## src/rtl/time_set_ctrl.sv

```systemverilog
// rtl/time_set_ctrl.sv - pushbutton time-setting front end for the 12/24-hour clock
//
// Purpose: debounces mode/inc/dec buttons, runs the RUN -> SET_HR -> SET_MIN -> COMMIT
// edit FSM, holds the edited hour/minute and drives the clock's load interface.
//
// Ports:
//   clk_i        in   system clock
//   nReset_i     in   asynchronous active-low reset
//   btn_mode_i   in   raw mode button (active high, asynchronous)
//   btn_inc_i    in   raw increment button (active high, asynchronous)
//   btn_dec_i    in   raw decrement button (active high, asynchronous)
//   Lhourhigh_o  out  hour tens digit, BCD
//   Lhourlow_o   out  hour units digit, BCD
//   Lminhigh_o   out  minute tens digit, BCD
//   Lminlow_o    out  minute units digit, BCD
//   nLoad_o      out  active-low load strobe, low for the single COMMIT cycle
//   loadOrNah_o  out  load enable, high for the single COMMIT cycle
//   editing_o    out  high in SET_HR or SET_MIN
//   blink_hr_o   out  blank hour digits (blink phase in SET_HR)
//   blink_min_o  out  blank minute digits (blink phase in SET_MIN)
module time_set_ctrl #(
  parameter int DEBOUNCE_CNT = 499999,
  parameter int BLINK_CNT    = 24999999,
  parameter int HR_MAX       = 11,
  parameter int MIN_MAX      = 59,
  parameter int ZEROZ        = 1
) (
  input  logic       clk_i,
  input  logic       nReset_i,
  input  logic       btn_mode_i,
  input  logic       btn_inc_i,
  input  logic       btn_dec_i,
  output logic [3:0] Lhourhigh_o,
  output logic [3:0] Lhourlow_o,
  output logic [3:0] Lminhigh_o,
  output logic [3:0] Lminlow_o,
  output logic       nLoad_o,
  output logic       loadOrNah_o,
  output logic       editing_o,
  output logic       blink_hr_o,
  output logic       blink_min_o
);

  localparam int         DW     = $clog2(DEBOUNCE_CNT + 2);
  localparam int         BW     = $clog2(BLINK_CNT + 2);
  localparam logic [6:0] HR_LO  = (ZEROZ != 0) ? 7'd1 : 7'd0;
  localparam logic [6:0] HR_HI  = (ZEROZ != 0) ? 7'(HR_MAX + 1) : 7'(HR_MAX);
  localparam logic [6:0] HR_RST = (ZEROZ != 0) ? HR_HI : 7'd0;
  localparam logic [6:0] MIN_HI = 7'(MIN_MAX);

  typedef enum logic [1:0] {S_RUN, S_SET_HR, S_SET_MIN, S_COMMIT} state_t;

  state_t        state_q, state_d;
  logic [2:0]    raw;
  logic [2:0]    sync1_q, sync2_q, db_q, db_d, db_prev_q, press_q;
  logic [DW-1:0] dcnt_q [3];
  logic [DW-1:0] dcnt_d [3];
  logic [6:0]    hour_q, hour_d, min_q, min_d;
  logic [BW-1:0] bcnt_q, bcnt_d;
  logic          phase_q, phase_d;
  logic          mode_ev, inc_ev, dec_ev, adj_ev, edit_st;

  // bit 0 = mode, bit 1 = inc, bit 2 = dec
  assign raw = {btn_dec_i, btn_inc_i, btn_mode_i};

  // A differing synced level must persist DEBOUNCE_CNT+1 cycles; any return to the
  // accepted level restarts the count.
  always_comb begin
    for (int i = 0; i < 3; i++) begin
      db_d[i]   = db_q[i];
      dcnt_d[i] = '0;
      if (sync2_q[i] != db_q[i]) begin
        if (dcnt_q[i] == DW'(DEBOUNCE_CNT)) db_d[i] = sync2_q[i];
        else                                dcnt_d[i] = dcnt_q[i] + DW'(1);
      end
    end
  end

  always_ff @(posedge clk_i or negedge nReset_i) begin
    if (!nReset_i) begin
      sync1_q   <= '0;
      sync2_q   <= '0;
      db_q      <= '0;
      db_prev_q <= '0;
      press_q   <= '0;
      for (int i = 0; i < 3; i++) dcnt_q[i] <= '0;
    end else begin
      sync1_q   <= raw;
      sync2_q   <= sync1_q;
      db_q      <= db_d;
      db_prev_q <= db_q;
      press_q   <= db_q & ~db_prev_q;
      for (int i = 0; i < 3; i++) dcnt_q[i] <= dcnt_d[i];
    end
  end

  // Mode wins over inc/dec; simultaneous inc and dec cancel each other.
  assign mode_ev = press_q[0];
  assign inc_ev  = press_q[1] & ~press_q[2] & ~mode_ev;
  assign dec_ev  = press_q[2] & ~press_q[1] & ~mode_ev;
  assign edit_st = (state_q == S_SET_HR) || (state_q == S_SET_MIN);
  assign adj_ev  = (inc_ev | dec_ev) & edit_st;

  always_ff @(posedge clk_i or negedge nReset_i) begin
    if (!nReset_i) state_q <= S_RUN;
    else           state_q <= state_d;
  end

  always_comb begin
    state_d = state_q;
    unique case (state_q)
      S_RUN:     if (mode_ev) state_d = S_SET_HR;
      S_SET_HR:  if (mode_ev) state_d = S_SET_MIN;
      S_SET_MIN: if (mode_ev) state_d = S_COMMIT;
      S_COMMIT:  state_d = S_RUN;
      default:   state_d = S_RUN;
    endcase
  end

  always_comb begin
    editing_o   = edit_st;
    nLoad_o     = (state_q != S_COMMIT);
    loadOrNah_o = (state_q == S_COMMIT);
    blink_hr_o  = phase_q & (state_q == S_SET_HR);
    blink_min_o = phase_q & (state_q == S_SET_MIN);
  end

  always_comb begin
    hour_d = hour_q;
    min_d  = min_q;
    if (state_q == S_SET_HR) begin
      if (inc_ev)      hour_d = (hour_q == HR_HI) ? HR_LO : hour_q + 7'd1;
      else if (dec_ev) hour_d = (hour_q == HR_LO) ? HR_HI : hour_q - 7'd1;
    end else if (state_q == S_SET_MIN) begin
      if (inc_ev)      min_d = (min_q == MIN_HI) ? 7'd0 : min_q + 7'd1;
      else if (dec_ev) min_d = (min_q == 7'd0) ? MIN_HI : min_q - 7'd1;
    end
  end

  // Blink restarts on any state change or edit so the edited digits show at once.
  always_comb begin
    bcnt_d  = '0;
    phase_d = 1'b0;
    if (edit_st && (state_d == state_q) && !adj_ev) begin
      if (bcnt_q == BW'(BLINK_CNT)) begin
        phase_d = ~phase_q;
      end else begin
        bcnt_d  = bcnt_q + BW'(1);
        phase_d = phase_q;
      end
    end
  end

  always_ff @(posedge clk_i or negedge nReset_i) begin
    if (!nReset_i) begin
      hour_q  <= HR_RST;
      min_q   <= '0;
      bcnt_q  <= '0;
      phase_q <= 1'b0;
    end else begin
      hour_q  <= hour_d;
      min_q   <= min_d;
      bcnt_q  <= bcnt_d;
      phase_q <= phase_d;
    end
  end

  // Values never exceed 99, so tens is the largest k with 10*k <= v.
  function automatic logic [7:0] to_bcd(input logic [6:0] v);
    logic [3:0] tens;
    tens = '0;
    for (int k = 1; k < 10; k++) begin
      if (v >= 7'(10 * k)) tens = 4'(k);
    end
    return {tens, 4'(v - 7'(10 * tens))};
  endfunction

  assign {Lhourhigh_o, Lhourlow_o} = to_bcd(hour_q);
  assign {Lminhigh_o, Lminlow_o}   = to_bcd(min_q);

endmodule
```

## config.mk

```make
export PLATFORM = sky130hd
export DESIGN_NAME = time_set_ctrl
export DESIGN_NICKNAME = d
export VERILOG_FILES = /design/src/rtl/time_set_ctrl.sv
export SDC_FILE = /design/constraint.sdc
export NUM_CORES = 1
export LEC_CHECK = 0
export BUFFER_PORTS_ARGS = -buffer_cell sky130_fd_sc_hd__buf_2
export CORE_MARGIN = 10
export CORE_UTILIZATION = 55
export CTS_CLUSTER_SIZE = 40
export DETAILED_ROUTE_END_ITERATION = 10
export PLACE_DENSITY = 0.78
export SLEW_MARGIN = 20
export SYNTH_ARGS = -nofsm -noshare
export SYNTH_HDL_FRONTEND = slang
export SYNTH_SLANG_ARGS = --single-unit
export TNS_END_PERCENT = 50
```

## constraint.sdc

```tcl
create_clock -name clk_i -period 6.71 [get_ports clk_i]
set_input_delay 1.6775 -clock clk_i [delete_from_list [all_inputs] [get_ports clk_i]]
set_output_delay 1.6775 -clock clk_i [all_outputs]
set_load 0.02 [all_outputs]
```

==> run_results.csv, run 1 <==
group,metric,value,unit
placed_design,gp_congestion,0.8818,
cells_and_area,regArea,0.002855,mm²
synth,yosysTopAreaCellShare,44.89,%
synth,synthTopCellsByArea,"dfrtp_1 45%, nor2_1 7.3%, xor2_1 6.9%",
global_route,grt_max_degree,66,
synth,synth-main-ff-cell,"dfrtp_1",
global_route,grt_pass1_wl,21910,µm
timing,finClkSkew,0.007702,ns
setup_path,cp-end-kind,"primary output",
clocking,cts_sinks,114,
route,firstDrtPassIters,5,
die,die-area,0.01601,mm²
placed_design,dpl-instance-area,0.006401,mm²
power_and_ir_drop,ir_worst_vdd,0.1976,mV
clocking,tritoncts,"done",
die,die_x,126.5,µm
synth,postSynth.asyncResetShare,100.0,%
setup_path,crit_arrival,3.67,ns
synth,synthCells,675,
timing,setup_violations,0,
synth,synth_edf_count,0,
die,die_h,126.5,µm
die,rows,38,
synth,yosys_register_bits,114,
clocking,cts_buffers,17,
timing,maxSlewHeadroom,39.94,%
global_route,antenna_found_initial,0,
clocking,htree_num_levels,4,
setup_path,start_kind,"flop",
power_and_ir_drop,p_per_area,246.4,mW/mm²
timing,tightest_slew,0.8985,ns
route,dr.max_layer_used,"met4",
cells_and_area,final_common_cell,"nor2_1",
global_route,grt_usage,16.27,%
timing,fmax,187.1,MHz
cells_and_area,drive_above_1_share,10.89,%
timing,hold_viol_final,0,
clocking,cts_resized,0,
clocking,clockBufferDepth,2,
global_route,grt_pass1_vias,4768,
setup_path,worstSetupPathType,"flop to primary output",
clocking,clk_pin_slew,0.05,ns
timing,finalMaxSlewViolations,0,
synth,synth_area_leader_cell,"dfrtp_1",
cells_and_area,fin_area,0.007064,mm²
min_path,worst_hold_path_type,"flop to flop",
route,routed_wl,12580,µm
cells_and_area,final_nets,718,
synth,synth_nets,699,
route,ant_nets,0,
synth,synth.avg_cell_area,9.250,µm²
setup_path,worstSetupStartpoint,"min_q[2]$_DFFE_PN0P_",
route,met1_length,5680,µm
clocking,postCtsHoldBufs,0,
clocking,insertion_delay,0.42,ns
die,start_util,56.85,%
synth,yosysWarnings,0,
flow_run,drv_cap,0,
cells_and_area,mostFrequentLayoutCells,"122 x nor2_1, 112 x dfrtp_1, 54 x nand2_1, 49 x xor2_1, 36 x xnor2_1",
power_and_ir_drop,p_leak,3.124,nW
synth,synth_area,0.006243,mm²
timing,hold_ws,0.3468,ns
placed_design,dp_hpwl,8151,µm
route,routed_via_density,5.625,
route,via_count,4764,
die,ioPinCount,26,
die,coreArea,0.01098,mm²
clocking,root_buffer,"clkbuf_16",
cells_and_area,antenna_cells,0,
synth,yosysSeqAreaShare,45.73,%
timing,period_share,79.65,%
cells_and_area,area_delta_synth_final,13.15,%
power_and_ir_drop,power,1.740,mW
route,drt-initial-drc-count,299,
timing,rsz0062_at_grt,"false",
outcome,outcome,"complete, no violations",
route,wl_met3,589,µm
route,wl_met2,6120,µm
min_path,min_from,"sync1_q[0]$_DFF_PN0_",
cells_and_area,postLayoutCoreUtil,64.32,%
route,drc_errors,0,
synth,ys_types,61,
placed_design,io_buffers,25,
setup_path,worstPathMaxFanout,15,
setup_path,required,5.03,ns
global_route,gr-total-overflow,0,
clocking,cts_setup_buffers,0,
timing,fin_crit,5.345,ns
timing,fin_tns_setup,0,ns
setup_path,reg2reg_from,"state_q[0]$_DFF_PN0_",
route,avgRoutedWirePerCell,14.85,µm
cells_and_area,nFillCells,892,
cells_and_area,multi_input_area,0.003134,mm²
cells by family after synthesis:
kind of cell | count (synthesis) | share of synthesized area [%]
adder cells (fa/ha/maj) | 19 | 4.048
AO/OA/AOI/OAI | 85 | 8.758
AND/OR/NAND/NOR | 314 | 24.41
buffers and inverters | 52 | 4.068
XOR/XNOR | 85 | 11.92
flip-flops | 114 | 45.73
multiplexers | 6 | 1.062
sequential cells by signal, summed over array words and instances, names as in the netlist:
signal	count
dcnt_q	57
bcnt_q	25
hour_q	7
min_q	7
db_prev_q	3
db_q	3
press_q	3
sync1_q	3
sync2_q	3
state_q	2
phase_q	1
worst max-delay path, stage by stage (launching register included):
cell and delay, ns:
dfrtp_1 0.53, nor4b_1 0.38, a21oi_1 0.07, o22ai_1 0.20
o41ai_2 0.13, a21boi_0 0.26, inv_1 0.11, ha_1 0.21
fa_1 0.38, xnor2_1 0.33, o21ai_0 0.14, mux2i_1 0.17
o311a_1 0.18, buf_2 0.16
area by class of cell:
class / instances / share of cell area, %
well taps: 140 / 2.480
multi-input cells: 509 / 44.37
repair buffers: 27 / 2.019
clock inverters: 9 / 2.480
clock buffers: 23 / 6.908
flip-flops and latches: 114 / 40.42
inverters: 25 / 1.328
worst paths after layout:
| check | slack, ns | to | depth (start not counted) |
|---|---|---|---|
| worst max-delay path | 1.37 | Lminlow_o[3] | 13 |
| worst min-delay path | 0.35 | sync2_q[0]$_DFF_PN0_ | 0 |
| worst max register to register | 4.16 | bcnt_q[5]$_DFF_PN0_ | 8 |
| worst min register to register | 0.35 | sync2_q[0]$_DFF_PN0_ | 0 |
| max in group asynchronous | 4.21 | dcnt_q[13]$_DFF_PN0_ | 2 |
| min in group asynchronous | 1.29 | dcnt_q[27]$_DFF_PN0_ | 1 |
power by group:
part	switching [mW]	internal, mW	leakage (nW)
Clock	0.315	0.697	0.319
Sequential	0.00558	0.695	1.56
Combinational	0.0223	0.00683	1.24
Total	0.342	1.40	3.12
through the flow:
step	instances	worst slack [ns]
6_report	847	1.365
5_1_grt	847	0.9593
4_1_cts	847	1.358
3_5_place_dp	815	1.813
3_3_place_gp	815	2.130
2_1_floorplan	675	2.226
synthesized netlist by cell type (11+ instances only):
cell type,number
nor2_1,122
dfrtp_1,112
nand2_1,54
xor2_1,49
xnor2_1,36
nand3_1,35
o21ai_0,33
inv_1,24
nand4_1,18
ha_1,17
a21oi_1,16
and3_1,16
buf_2,11
nor3_1,11
metal layers:
metal | up-vias | GRT usage (%)
met5 | - | 0
met4 | 0 | 6.564
met3 | 16 | 5.081
met2 | 88 | 26.40
met1 | 2324 | 19.68
li1 | 2336 | -
Power figures use the tool's default switching activity.
==> run 2, diff against run 1 <==
- ABC_AREA: unset -> 1
- clock period: 6.71 -> 4.95 ns (I/O delays scaled with it)
==> run 2 against run 1 <==
  * Routed wire length grew 4.7%
  * Synthesized area grew 6.1%
  * Largest power group unchanged
  * Via count up 15%
  * Clock power grew 17%
  * Hold slack better by 0.0069 ns
  * Die area grew 5.1%
  * First-iteration DRC count grew 49%
  * Global-route usage is 0.27 points higher
  * Sequential power increased by 36%
  * Combinational power is 49% higher
==> run_results.csv, run 2 <==
group,metric,value,unit
clocking,htree_num_levels,4,
route,routed_via_density,5.352,
setup_path,start_kind,"flop",
synth,synth.avg_cell_area,7.997,µm²
synth,synth_area_leader_cell,"dfrtp_1",
setup_path,worstSetupStartpoint,"hour_q[3]$_DFFE_PN1P_",
global_route,grt_usage,16.53,%
timing,tightest_slew,0.8930,ns
clocking,clockBufferDepth,2,
route,firstDrtPassIters,5,
power_and_ir_drop,p_leak,3.462,nW
timing,hold_viol_final,0,
synth,ys_types,49,
setup_path,worstSetupPathType,"flop to primary output",
clocking,insertion_delay,0.42,ns
global_route,grt_max_degree,66,
die,die_x,129.7,µm
min_path,hold_depth,0,
route,drc_errors,0,
synth,synth-main-ff-cell,"dfrtp_1",
setup_path,reg2reg_from,"state_q[0]$_DFF_PN0_",
clocking,postCtsHoldBufs,0,
power_and_ir_drop,ir_worst_vdd,0.3534,mV
timing,fin_tns_setup,0,ns
setup_path,worstPathMaxFanout,10,
synth,yosys.cell_count.top_type,"nand2_1",
synth,synth_edf_count,0,
route,avgRoutedWirePerCell,12.91,µm
cells_and_area,final_nets,884,
synth,yosys_register_bits,114,
global_route,antenna_found_initial,0,
setup_path,crit_top_cell,"nand2_1",
synth,synth_top_family_by_area,"simple AND/OR/NAND/NOR gates",
synth,synthTopCellsByCount,"137 x nand2_1, 125 x inv_1, 117 x nor2_1",
power_and_ir_drop,power,2.169,mW
synth,synth_xor_area_share,6.085,%
synth,yosysTopAreaCellShare,42.33,%
global_route,grt_pass1_vias,5175,
setup_path,worst_path_max_delay_cell,"dfstp_2",
route,wl_met2,6116,µm
clocking,cts_setup_buffers,0,
clocking,cts_sinks,114,
setup_path,rr_worst_depth,10,
route,ant_nets,0,
outcome,outcome,"complete, no violations",
setup_path,cp_slowest_stage_delay,0.63,ns
die,coreArea,0.01191,mm²
synth,synth_fa_ha_area_share,3.817,%
clocking,cts_resized,0,
cells_and_area,largestRegisters,"dcnt_q (57), bcnt_q (25)",
synth,synthCells,828,
setup_path,required,3.71,ns
placed_design,dp_hpwl,9350,µm
route,drt-initial-drc-count,445,
synth,yosysSeqAreaShare,43.12,%
placed_design,io_buffers,25,
synth,synthTopCellsByArea,"dfrtp_1 42%, nand2_1 7.8%, inv_1 7.1%",
setup_path,path_cells,"inv_1 -> nand2_1 -> a21oi_1 -> nand2_1 -> nand2_1 -> nand2_1 -> nand2_1 -> nand2_1 -> nand2_1 -> nand2_1 -> nand2_1 -> ha_1 -> fa_1 -> xnor2_1 -> xnor2_1 -> nand3_1 -> nand2_1 -> buf_2",
timing,period_share,88.43,%
die,rows,40,
cells_and_area,postLayoutCoreUtil,62.48,%
cells_and_area,final_common_cell,"nand2_1",
global_route,gr-total-overflow,0,
clocking,root_buffer,"clkbuf_16",
min_path,worst_hold_path_type,"flop to flop",
cells_and_area,mostFrequentLayoutCells,"137 x nand2_1, 125 x inv_1, 117 x nor2_1, 112 x dfrtp_1",
synth,yosysWarnings,0,
route,wl_met3,710,µm
timing,setup_violations,0,
die,start_util,55.59,%
cells_and_area,area_delta_synth_final,12.40,%
synth,synth_compound_area_share,9.769,%
synth,synth_nets,852,
cells_and_area,largest-register,"dcnt_q",
timing,fin_crit,4.377,ns
timing,finClkSkew,0.01186,ns
setup_path,crit_arrival,3.14,ns
route,via_count,5459,
timing,finalMaxSlewViolations,0,
timing,maxSlewHeadroom,40.25,%
clocking,clk_pin_slew,0.05,ns
setup_path,cp-end-kind,"primary output",
cells_and_area,largest_reg_flops,57,
timing,fmax,228.4,MHz
synth,synthMuxAreaShare,0.3401,%
global_route,grt_pass1_wl,22940,µm
cells_and_area,antenna_cells,0,
cells_and_area,drive_above_1_share,12.71,%
die,ioPinCount,26,
synth,synthSimpleGateAreaFrac,28.23,%
route,met1_length,6206,µm
route,dr.max_layer_used,"met4",
min_path,min_from,"sync1_q[0]$_DFF_PN0_",
placed_design,gp_congestion,0.8951,
synth,synth_area,0.006621,mm²
synth,postSynth.asyncResetShare,100.0,%
power_and_ir_drop,p_per_area,291.4,mW/mm²
clocking,tritoncts,"done",
route,routed_wl,13170,µm
die,die_h,129.7,µm
flow_run,drv_cap,0,
clocking,cts_buffers,17,
timing,rsz0062_at_grt,"false",
die,die-area,0.01683,mm²
run 2: cell count changes after synthesis, sizes merged, moves of 15 or more:
cell,before,now
inv,25,128
nand2,54,139
xnor2,36,8
a21oi,17,43
nand3,35,52
nor2,122,138
nor3,12,28
and3,16,1
run 2: layout make-up:
cell class | instances | area [µm²]
well taps | 147 | 183.9
fillers | 1040 | 4469
repair buffers | 27 | 142.6
clock buffers | 21 | 480.5
flip-flops and latches | 114 | 2855
clock inverters | 11 | 105.1
multi-input cells | 572 | 3194
inverters | 128 | 480.5
run 2: worst paths after layout:
path | end | slack [ns]
setup / recovery | Lhourlow_o[3] | 0.57
hold / removal | sync2_q[0]$_DFF_PN0_ | 0.35
setup reg to reg | bcnt_q[11]$_DFF_PN0_ | 2.80
hold reg to reg | sync2_q[0]$_DFF_PN0_ | 0.35
max in group asynchronous | hour_q[3]$_DFFE_PN1P_ | 3.14
min in group asynchronous | dcnt_q[52]$_DFF_PN0_ | 0.91
run 2: critical path, delay by kind of cell, from the launching register on:
family | cells | cell delay, ns
adders and majority gates | 2 | 0.57
DFF | 1 | 0.63
xor gates and xnor gates | 2 | 0.34
buffers and inverters | 2 | 0.28
and+or+nand+nor | 11 | 0.81
AOI/OAI and AO/OA | 1 | 0.10
run 2: per-stage QoR:
stage,worst slack (ns),area [µm²],hold WS (ns),cells
final,0.5726,7442,0.3537,1020
after detailed placement,1.022,6857,0.3443,988
after global placement,1.063,6857,0.3316,988
after global routing,0.2654,7442,0.3617,1020
after floorplan,1.121,6621,0.3312,828
after CTS,0.5681,7442,0.3568,1020
run 2: logic make-up after synthesis:
kind of cell / Yosys count
simple gates: 394
flops: 114
xor+xnor: 46
buf+inv: 142
fa+ha+maj: 19
mux: 2
compound gates: 111
run 2: routing by layer:
metal | vias up | GRT usage, %
met3 | 11 | 4.665
met5 | - | 0
met1 | 2564 | 20.95
li1 | 2762 | -
met2 | 122 | 26.43
met4 | 0 | 6.085
run 2: power by group:
group / switching [mW] / leakage (nW) / internal, mW / total [mW]
clock: 0.433 / 0.277 / 0.743 / 1.18
sequential: 0.00789 / 1.56 / 0.941 / 0.949
combinational: 0.0334 / 1.62 / 0.0102 / 0.0436
==> run 3, diff against run 2 <==
- CELL_PAD_IN_SITES_DETAIL_PLACEMENT: unset -> 1
- CELL_PAD_IN_SITES_GLOBAL_PLACEMENT: unset -> 2
- CORE_UTILIZATION: 55 -> 38
- PLACE_DENSITY: 0.78 -> 0.86
==> run 3 against run 2 <==
  * Critical path depth unchanged
  * Sequential share of layout area down 0.35 points
  * Worst setup slack worse by 0.063 ns
  * First-iteration DRC count down 60%
  * Clock power about the same
  * Hold slack worse by 0.0018 ns
  * Clock skew down 0.0055 ns
  * Cell area up 0.91%
  * Register-to-register slack worse by 0.06 ns
  * Sequential power about the same
  * Largest cell class unchanged
==> run_results.csv, run 3 (synthesis gave the netlist of run 2 again) <==
group,metric,value,unit
outcome,outcome,"complete, no violations",
timing,rsz0062_at_grt,"false",
route,routed_wl,16010,µm
setup_path,path_cells,"inv_1 -> nand2_1 -> a21oi_1 -> nand2_1 -> nand2_1 -> nand2_1 -> nand2_1 -> nand2_1 -> nand2_1 -> nand2_1 -> nand2_1 -> ha_1 -> fa_1 -> xnor2_1 -> xnor2_1 -> nand3_1 -> nand2_1 -> buf_2",
die,die-area,0.02310,mm²
clocking,root_buffer,"clkbuf_16",
clocking,cts_buffers,17,
cells_and_area,drive_above_1_share,12.26,%
setup_path,crit_arrival,3.20,ns
timing,hold_viol_final,0,
cells_and_area,mostFrequentLayoutCells,"137 x nand2_1, 125 x inv_1, 117 x nor2_1, 112 x dfrtp_1",
setup_path,cp_slowest_stage_delay,0.62,ns
timing,fmax,225.2,MHz
global_route,grt_pass1_vias,5897,
die,die_x,152,µm
cells_and_area,regArea,0.002855,mm²
placed_design,dpl-instance-area,0.006954,mm²
min_path,worst_hold_path_type,"flop to flop",
cells_and_area,final_common_cell,"nand2_1",
global_route,gr-total-overflow,0,
setup_path,start_kind,"flop",
timing,finalMaxSlewViolations,0,
die,rows,48,
power_and_ir_drop,p_leak,3.465,nW
clocking,insertion_delay,0.42,ns
clocking,clockBufferDepth,2,
setup_path,cp-end-kind,"primary output",
setup_path,reg2reg_from,"state_q[0]$_DFF_PN0_",
route,drc_errors,0,
clocking,clk_pin_slew,0.05,ns
global_route,grt_max_degree,69,
clocking,postCtsHoldBufs,0,
timing,setup_slack,0.5099,ns
min_path,hold_depth,0,
timing,fin_crit,4.440,ns
timing,fin_tns_setup,0,ns
power_and_ir_drop,power_switching,0.4546,mW
clocking,htree_num_levels,4,
cells_and_area,fin_area,0.007510,mm²
timing,maxSlewHeadroom,41.50,%
cells_and_area,antenna_cells,0,
cells_and_area,largest_reg_flops,57,
route,ant_nets,0,
power_and_ir_drop,share_comb_of_total_power,2.1,%
cells_and_area,largest-register,"dcnt_q",
placed_design,gp_congestion,0.8380,
placed_design,dp_hpwl,12040,µm
setup_path,r2r_slack,2.74,ns
route,avgRoutedWirePerCell,14.58,µm
power_and_ir_drop,p_per_area,285.3,mW/mm²
route,firstDrtPassIters,4,
power_and_ir_drop,internal_power,1.688,mW
cells_and_area,final_nets,884,
route,routed_via_density,5.020,
clocking,cts_resized,0,
timing,tightest_slew,0.8775,ns
cells_and_area,multi_input_area,0.003194,mm²
cells_and_area,postLayoutCoreUtil,43.72,%
power_and_ir_drop,switching_share,21.21,%
die,ioPinCount,26,
power_and_ir_drop,ir_worst_vdd,0.2283,mV
timing,setup_violations,0,
power_and_ir_drop,p_clk_share,53.6,%
min_path,holdPathEnd,"sync2_q[2]$_DFF_PN0_",
die,die_h,152,µm
setup_path,worst_path_max_delay_cell,"dfstp_2",
cells_and_area,final_cells,1098,
flow_run,drv_cap,0,
setup_path,worst_r2r_endpoint,"bcnt_q[11]$_DFF_PN0_",
placed_design,dp_cells,1066,
timing,hold_ws,0.3519,ns
setup_path,worstSetupPathType,"flop to primary output",
power_and_ir_drop,p_seq_share,44.3,%
setup_path,crit_buf_inv,2,
die,start_util,38.55,%
setup_path,crit_top_cell,"nand2_1",
min_path,min_from,"sync1_q[2]$_DFF_PN0_",
cells_and_area,largestRegisters,"dcnt_q (57), bcnt_q (25)",
clocking,tritoncts,"done",
setup_path,worstPathMaxFanout,10,
timing,period_share,89.70,%
setup_path,crit_family,"simple AND/OR/NAND/NOR gates",
global_route,grt_pass1_wl,28170,µm
placed_design,place_ws,0.9247,ns
setup_path,required,3.71,ns
cells_and_area,nFillCells,2137,
global_route,grt_usage,14.17,%
clocking,cts_sinks,114,
clocking,cts_setup_buffers,0,
timing,finClkSkew,0.006386,ns
global_route,antenna_found_initial,0,
setup_path,rr_worst_depth,10,
cells_and_area,area_delta_synth_final,13.42,%
route,via_count,5512,
route,drt-initial-drc-count,180,
die,coreArea,0.01718,mm²
placed_design,io_buffers,25,
power_and_ir_drop,power,2.143,mW
[run 3: worst max-delay path by stage]
stage / endpoint / slack, ns / cells past startpoint / startpoint
after global routing: Lhourlow_o[3] / 0.18 / 18 / hour_q[3]$_DFFE_PN1P_
after CTS: Lhourlow_o[3] / 0.46 / 18 / hour_q[2]$_DFFE_PN1P_
final: Lhourlow_o[3] / 0.51 / 18 / hour_q[3]$_DFFE_PN1P_
after global placement: Lhourlow_o[3] / 1.05 / 18 / hour_q[3]$_DFFE_PN1P_
after floorplan: Lhourlow_o[3] / 1.12 / 18 / hour_q[3]$_DFFE_PN1P_
after detailed placement: Lhourlow_o[3] / 0.92 / 18 / hour_q[2]$_DFFE_PN1P_
[run 3: worst reg2reg max path, cell delays in order, from the launching register on]
cell and delay [ns]:
dfrtp_1 0.41, inv_1 0.12, ha_1 0.25, nor2_1 0.18, nand2_1 0.10, nand3_1 0.11, nand4_2 0.12, nor2_4 0.20
nand2_2 0.33, nor2_1 0.20, o21a_1 0.14
[run 3: power groups by stage]
stage | clock network [mW] | registers (mW) | logic, mW
2_1_floorplan | 0 | 0.963 | 0.0183
3_3_place_gp | 0 | 0.965 | 0.0463
3_5_place_dp | 0 | 0.965 | 0.0478
4_1_cts | 1.18 | 0.950 | 0.0482
5_1_grt | 1.23 | 0.950 | 0.0542
6_report | 1.15 | 0.950 | 0.0454
[run 3: layout make-up]
class / count / share of cell area (%)
multi-input cells: 572 / 42.54
flip-flops and latches: 114 / 38.02
clock buffers: 25 / 6.598
inverters: 128 / 6.398
well taps: 225 / 3.749
repair buffers: 27 / 1.899
clock inverters: 7 / 0.7997
[run 3: layer usage]
layer | share of wire [%] | global-route usage (%)
met4 | 1.3 | 4.264
met1 | 47 | 17.47
met5 | 0 | 0
met2 | 49 | 23.94
met3 | 2.9 | 3.387
